--- src/rtl/psram_word32_bridge_pkg.sv ---
// psram_word32_bridge_pkg: shared states, halfword selectors and default parameters for the word bridge
package psram_word32_bridge_pkg;
  typedef enum logic [2:0] {IDLE, WR_LO, WR_HI, RD_LO, RD_LO_WAIT, RD_HI, RD_HI_WAIT, RESP} state_t;
  localparam logic HALF_LO = 1'b0;
  localparam logic HALF_HI = 1'b1;
  localparam int RD_LATENCY_DEFAULT = 4;
  localparam int ADDRESS_BITS_DEFAULT = 23;
endpackage

--- src/rtl/psram_word32_bridge_if.sv ---
// psram_word32_bridge_if: upstream 32-bit word request/response bus
interface psram_word32_bridge_if
  import psram_word32_bridge_pkg::*;
#(
  parameter int ADDRESS_BITS = ADDRESS_BITS_DEFAULT
);
  logic req_valid;
  logic req_ready;
  logic req_write;
  logic [ADDRESS_BITS-2:0] req_address;
  logic [31:0] req_wdata;
  logic rsp_valid;
  logic [31:0] rsp_data;
  modport master (output req_valid, req_write, req_address, req_wdata, input req_ready, rsp_valid, rsp_data);
  modport slave (input req_valid, req_write, req_address, req_wdata, output req_ready, rsp_valid, rsp_data);
endinterface

--- src/rtl/psram_word32_bridge.sv ---
// psram_word32_bridge: splits 32-bit word requests into low-then-high 16-bit PSRAM controller accesses
module psram_word32_bridge
  import psram_word32_bridge_pkg::*;
#(
  parameter int ADDRESS_BITS = ADDRESS_BITS_DEFAULT,
  parameter int RD_LATENCY = RD_LATENCY_DEFAULT
) (
  input logic clk,
  input logic reset_n,
  psram_word32_bridge_if.slave bus,
  output logic busy,
  output logic [ADDRESS_BITS-1:0] rd_address,
  output logic rd_en,
  input logic rd_ack,
  input logic [15:0] rd_data,
  output logic [ADDRESS_BITS-1:0] wr_address,
  output logic wr_en,
  output logic [15:0] wr_data,
  input logic wr_ack
);
  localparam int CW = $clog2(RD_LATENCY + 1);
  state_t state, state_n;
  logic [ADDRESS_BITS-2:0] addr;
  logic [31:0] wdata;
  logic [15:0] data_lo;
  logic [31:0] rsp_q;
  logic [CW-1:0] cnt;
  logic half;
  always_ff @(posedge clk)
    state <= !reset_n ? IDLE : state_n;
  always_comb begin
    state_n = state;
    case (state)
      IDLE:       state_n = (bus.req_valid && bus.req_ready) ? (bus.req_write ? WR_LO : RD_LO) : IDLE;
      WR_LO:      state_n = wr_ack ? WR_HI : WR_LO;
      WR_HI:      state_n = wr_ack ? IDLE : WR_HI;
      RD_LO:      state_n = rd_ack ? RD_LO_WAIT : RD_LO;
      RD_LO_WAIT: state_n = (cnt == '0) ? RD_HI : RD_LO_WAIT;
      RD_HI:      state_n = rd_ack ? RD_HI_WAIT : RD_HI;
      RD_HI_WAIT: state_n = (cnt == '0) ? RESP : RD_HI_WAIT;
      RESP:       state_n = IDLE;
      default:    state_n = IDLE;
    endcase
  end
  always_ff @(posedge clk) begin
    if (!reset_n) begin
      cnt <= '0;
      rsp_q <= '0;
    end else begin
      cnt <= (rd_en && rd_ack) ? CW'(RD_LATENCY - 1) : (cnt != '0) ? cnt - 1'b1 : cnt;
      if (bus.req_valid && bus.req_ready) begin
        addr <= bus.req_address;
        wdata <= bus.req_wdata;
      end
      if (state == RD_LO_WAIT && cnt == '0) data_lo <= rd_data;
      if (state == RD_HI_WAIT && cnt == '0) rsp_q <= {rd_data, data_lo};
    end
  end
  assign half = (state == WR_HI || state == RD_HI) ? HALF_HI : HALF_LO;
  assign bus.req_ready = reset_n && state == IDLE;
  assign bus.rsp_valid = state == RESP;
  assign bus.rsp_data = rsp_q;
  assign busy = state != IDLE;
  assign rd_en = state == RD_LO || state == RD_HI;
  assign wr_en = state == WR_LO || state == WR_HI;
  assign rd_address = {addr, half};
  assign wr_address = {addr, half};
  assign wr_data = state == WR_HI ? wdata[31:16] : wdata[15:0];
endmodule

--- src/flat_wrapper.sv ---
// flat-port wrapper written by rule: the top's interface ports become plain ports
module psram_word32_bridge_flat import psram_word32_bridge_pkg::*;
#(
  parameter int ADDRESS_BITS = ADDRESS_BITS_DEFAULT,
  parameter int RD_LATENCY = RD_LATENCY_DEFAULT
)
  (clk, reset_n, busy, rd_address, rd_en, rd_ack, rd_data, wr_address, wr_en, wr_data, wr_ack, bus_req_valid, bus_req_write, bus_req_address, bus_req_wdata, bus_req_ready, bus_rsp_valid, bus_rsp_data);
  psram_word32_bridge_if #(.ADDRESS_BITS(ADDRESS_BITS)) bus_i ();
  input logic clk;
  input logic reset_n;
  output logic busy;
  output logic [ADDRESS_BITS-1:0] rd_address;
  output logic rd_en;
  input logic rd_ack;
  input logic [15:0] rd_data;
  output logic [ADDRESS_BITS-1:0] wr_address;
  output logic wr_en;
  output logic [15:0] wr_data;
  input logic wr_ack;
  input wire logic [$bits(bus_i.req_valid)-1:0] bus_req_valid;
  input wire logic [$bits(bus_i.req_write)-1:0] bus_req_write;
  input wire logic [$bits(bus_i.req_address)-1:0] bus_req_address;
  input wire logic [$bits(bus_i.req_wdata)-1:0] bus_req_wdata;
  output wire logic [$bits(bus_i.req_ready)-1:0] bus_req_ready;
  output wire logic [$bits(bus_i.rsp_valid)-1:0] bus_rsp_valid;
  output wire logic [$bits(bus_i.rsp_data)-1:0] bus_rsp_data;
  assign bus_i.req_valid = bus_req_valid;
  assign bus_i.req_write = bus_req_write;
  assign bus_i.req_address = bus_req_address;
  assign bus_i.req_wdata = bus_req_wdata;
  assign bus_req_ready = bus_i.req_ready;
  assign bus_rsp_valid = bus_i.rsp_valid;
  assign bus_rsp_data = bus_i.rsp_data;
  psram_word32_bridge #(.ADDRESS_BITS(ADDRESS_BITS), .RD_LATENCY(RD_LATENCY)) u_core (.clk(clk), .reset_n(reset_n), .bus(bus_i), .busy(busy), .rd_address(rd_address), .rd_en(rd_en), .rd_ack(rd_ack), .rd_data(rd_data), .wr_address(wr_address), .wr_en(wr_en), .wr_data(wr_data), .wr_ack(wr_ack));
endmodule
--- config.mk ---
export PLATFORM = sky130hd
export DESIGN_NAME = psram_word32_bridge_flat
export DESIGN_NICKNAME = d
export VERILOG_FILES = /design/src/rtl/psram_word32_bridge_pkg.sv /design/src/rtl/psram_word32_bridge_if.sv /design/src/rtl/psram_word32_bridge.sv /design/src/flat_wrapper.sv
export SDC_FILE = /design/constraint.sdc
export NUM_CORES = 1
export LEC_CHECK = 0
export CORE_ASPECT_RATIO = 0.75
export CORE_MARGIN = 5
export CORE_UTILIZATION = 50
export CTS_BUF_LIST = sky130_fd_sc_hd__clkbuf_16
export CTS_CLUSTER_DIAMETER = 200
export DETAILED_ROUTE_END_ITERATION = 10
export DONT_BUFFER_PORTS = 1
export SLEW_MARGIN = 20
export SYNTH_ARGS = -nofsm -noshare
export SYNTH_HDL_FRONTEND = slang
export SYNTH_SLANG_ARGS = --single-unit
--- constraint.sdc ---
create_clock -name clk -period 3.42 [get_ports clk]
set_input_delay 0.171 -clock clk [delete_from_list [all_inputs] [get_ports clk]]
set_output_delay 0.171 -clock clk [all_outputs]
set_load 0.005 [all_outputs]
==> impl_metrics.csv <==
group,metric,value,unit
finish,synthToLayoutAreaGrowth,22.61,%
route,via_count,2323,
route,drcViolationCount,0,
timing,report.final.hold_viol_count,0,
critical_path,r2r.worst_path.cells,6,
synthesis,synth_largest_area_cell,"edfxtp_1",
synthesis,synth.avg_cell_area,13.82,um^2
clock_tree,numCtsBuffers,9,
power_and_ir_drop,worst_vdd_ir,381.0,uV
critical_path,critPathLaunchType,"flop",
critical_path,critical_path_arrival,2200,ps
run,max_cap_viol_count,0,
critical_path,timing.reg2reg.setup_slack,1630,ps
grt,gr-usage-all-layers,0.1525,
timing,final_sum_of_negative_setup_slack,0,ps
timing,timing.final.setup_violations,0,
synthesis,postSynth.asyncResetShare,0,
route,vias_per_cell,5.017,
critical_path,req_time_crit_path,3250,ps
clock_tree,clk_pin_slew_worst_paths,60,ps
timing,maxClockFrequency,0.4213,GHz
timing,unrepaired_setup_endpoints_after_global_routing,"no",
critical_path,path_max_fanout,17,
grt,largest_net_degree_at_the_start_of_global_routing,70,
placement,routability_driven_placement_congestion_ratio,0.7385,
power_and_ir_drop,combinationalPowerShare,0.111,
timing,tightestPinTransition,864.9,ps
synthesis,yosys_register_bits,108,
timing,worst_hold_slack,17.62,ps
finish,post_route_cells_drive_above_1_share,0.1127,
critical_path,regToRegStartpoint,"u_core.cnt[0]",
finish,fin_nets,428,
critical_path,worstSetupEndpointType,"output pin",
route,drt-total-wl,8.058,mm
grt,gr_overflow_total,0,
placement,dp_hpwl,5.117,mm
synthesis,synth_enable_flop_cells,70,
route,drt_pre_antenna_iters,4,
timing,final.setup_skew,5.503,ps
power_and_ir_drop,clock_power_share,0.367,
synthesis,synth.top_cells.by_area,"edfxtp_1 50%, dfxtp_1 18%, mux2i_1 8.1%",
synthesis,synth-main-ff-cell,"edfxtp_1",
route,drtAntennaViolNets,0,
power_and_ir_drop,power.static_leakage,0.001792,uW
grt,grt_antenna_before_repair,0,
power_and_ir_drop,cellPowerDensity,563.8,nW/um^2
floorplan,fp-row-count,29,
power_and_ir_drop,p_switching,627.8,uW
floorplan,die_area,10350,um^2
placement,port_buffers,0,
finish,layout.cells.most_common,"dlygate4sd3_1",
synthesis,synth.yosys.seq_area_share,0.6816,
floorplan,start_util,0.5055,
finish,layout.cells.most_common_list,"71 x dlygate4sd3_1, 70 x edfxtp_1, 67 x nand2_1",
synthesis,yosys_warnings,0,
critical_path,reg2reg_to,"u_core.bus.rsp_data[4]",
timing,final_min_period,2374,ps
route,wire_per_inst,17.40,um
power_and_ir_drop,power.share.switching,0.2162,
route,drt-initial-drc-count,104,
clock_tree,clock-root-buffer,"clkbuf_16",
synthesis,yosysTopAreaCellShare,0.5004,
power_and_ir_drop,seqPwrFrac,0.523,
timing,worst_slew_margin_rel,0.4228,
clock_tree,postcts_resize_cnt,0,
power_and_ir_drop,internal_power,2276,uW
floorplan,coreArea,8309,um^2
timing,slew_violations,0,
synthesis,post_synth_inst_count,304,
clock_tree,tritoncts,"done",
grt,grt_pass1_vias,2270,
clock_tree,cts_max_path_buffers,2,
critical_path,worst_setup_path_startpoint,"u_core.state[1]",
clock_tree,cts.sink_count,108,
synthesis,synth.net_count,382,
min_path,worstHoldPathType,"in2reg",
clock_tree,clk-insertion-delay-late,340,ps
status,run_status,"finished clean",
grt,grt_pass1_wl,11.80,mm
clock_tree,ctsHtreeMaxLevel,3,
synthesis,yosys.cell_types.count,34,
critical_path,critical_path_class,"reg2out",
timing,final.period_utilization,0.6940,
floorplan,die-width,115.8,um
floorplan,die_height,89.38,um
finish,antenna_cells_inserted,0,
floorplan,io_pins,175,
synthesis,synth.cell_area,4200,um^2
critical_path,crit_end,"wr_data[5]",
-- state kept, by name, indices dropped and copies added (netlist names) --
| register | flops |
|---|---|
| u_core.bus.rsp_data | 32 |
| u_core.wdata | 32 |
| u_core.addr | 22 |
| u_core.data_lo | 16 |
| u_core.cnt | 3 |
| u_core.state | 3 |
-- Yosys cell counts, types with 2 or more instances --
cell type,count
and2_1,2
and3_1,3
buf_2,4
buf_4,24
buf_6,4
clkbuf_1,8
dfxtp_1,38
edfxtp_1,70
ha_1,2
inv_1,3
mux2_2,16
mux2i_1,34
nand2_1,67
nand3b_1,2
nand4b_1,3
nor2_1,2
nor3b_1,2
o21a_1,2
o21ai_0,2
xnor2_1,2
-- metrics by stage --
stage	area, um^2	total power [uW]	std cells	worst slack, ps	utilization
detailed placement	4103	1789	375	1362	0.4938
global placement	4103	1780	375	1428	0.4938
global route	5150	3042	463	896.3	0.6198
floorplan	4200	1779	304	839.4	-
CTS	5150	2936	463	994.2	0.6198
finish	5150	2903	463	1046	0.6198
-- power by group through the flow --
stage / combinational [uW] / sequential [uW] / clock (uW)
after floorplan: 254 / 1530 / 0
after global placement: 235 / 1550 / 0
after detailed placement: 242 / 1550 / 0
after CTS: 327 / 1520 / 1090
after global routing: 357 / 1530 / 1160
final: 322 / 1520 / 1060
-- worst min path at each step --
stage,cells past startpoint,to,from,slack (ps)
6_report,2,u_core.state[1],bus_req_valid,20
5_1_grt,2,u_core.state[1],bus_req_valid,6
4_1_cts,2,u_core.state[1],bus_req_valid,7
3_5_place_dp,0,u_core.addr[9],bus_req_address[9],270
3_3_place_gp,0,u_core.addr[12],bus_req_address[12],270
2_1_floorplan,0,u_core.addr[0],bus_req_address[0],270
-- critical path, cell delays in order (launching register included) --
cell and delay, ps:
dfxtp_1 610, nor3b_4 810, mux2_2 440
-- cell families (layout without fill, tap and decap cells) --
| kind of cell | Yosys count | count (layout) | synth area share |
|---|---|---|---|
| XOR/XNOR | 3 | 3 | 0.006257 |
| AND/OR/NAND/NOR | 90 | 90 | 0.1010 |
| buffers and inverters | 43 | 94 | 0.06821 |
| multiplexers | 50 | 50 | 0.1239 |
| flip-flops | 108 | 108 | 0.6816 |
| AO/OA/AOI/OAI | 8 | 8 | 0.01311 |
| adder cells (fa/ha/maj) | 2 | 2 | 0.005957 |
-- layer usage --
metal,GRT usage,up-vias,share of wire
met5,0,-,0
met4,0.06006,0,0.015
met3,0.06969,11,0.090
met2,0.2486,85,0.50
met1,0.1779,1099,0.40
li1,-,1128,-
-- area by class of cell --
type                    instances  area [um^2]
repair buffers                 75        773.2
inverters                       3        11.26
clock buffers                   9        225.2
fillers                       613         3159
well taps                     108        135.1
flip-flops and latches        108         2863
clock inverters                 7        83.83
multi-input cells             153         1059
-- repair_timing --
item	4_1_cts	5_1_grt
hold endpoints to repair	107	0
setup buffers	0	0
hold buffers	72	0
setup endpoints to repair	0	0
Note: power is estimated with default switching activity, not from simulation.
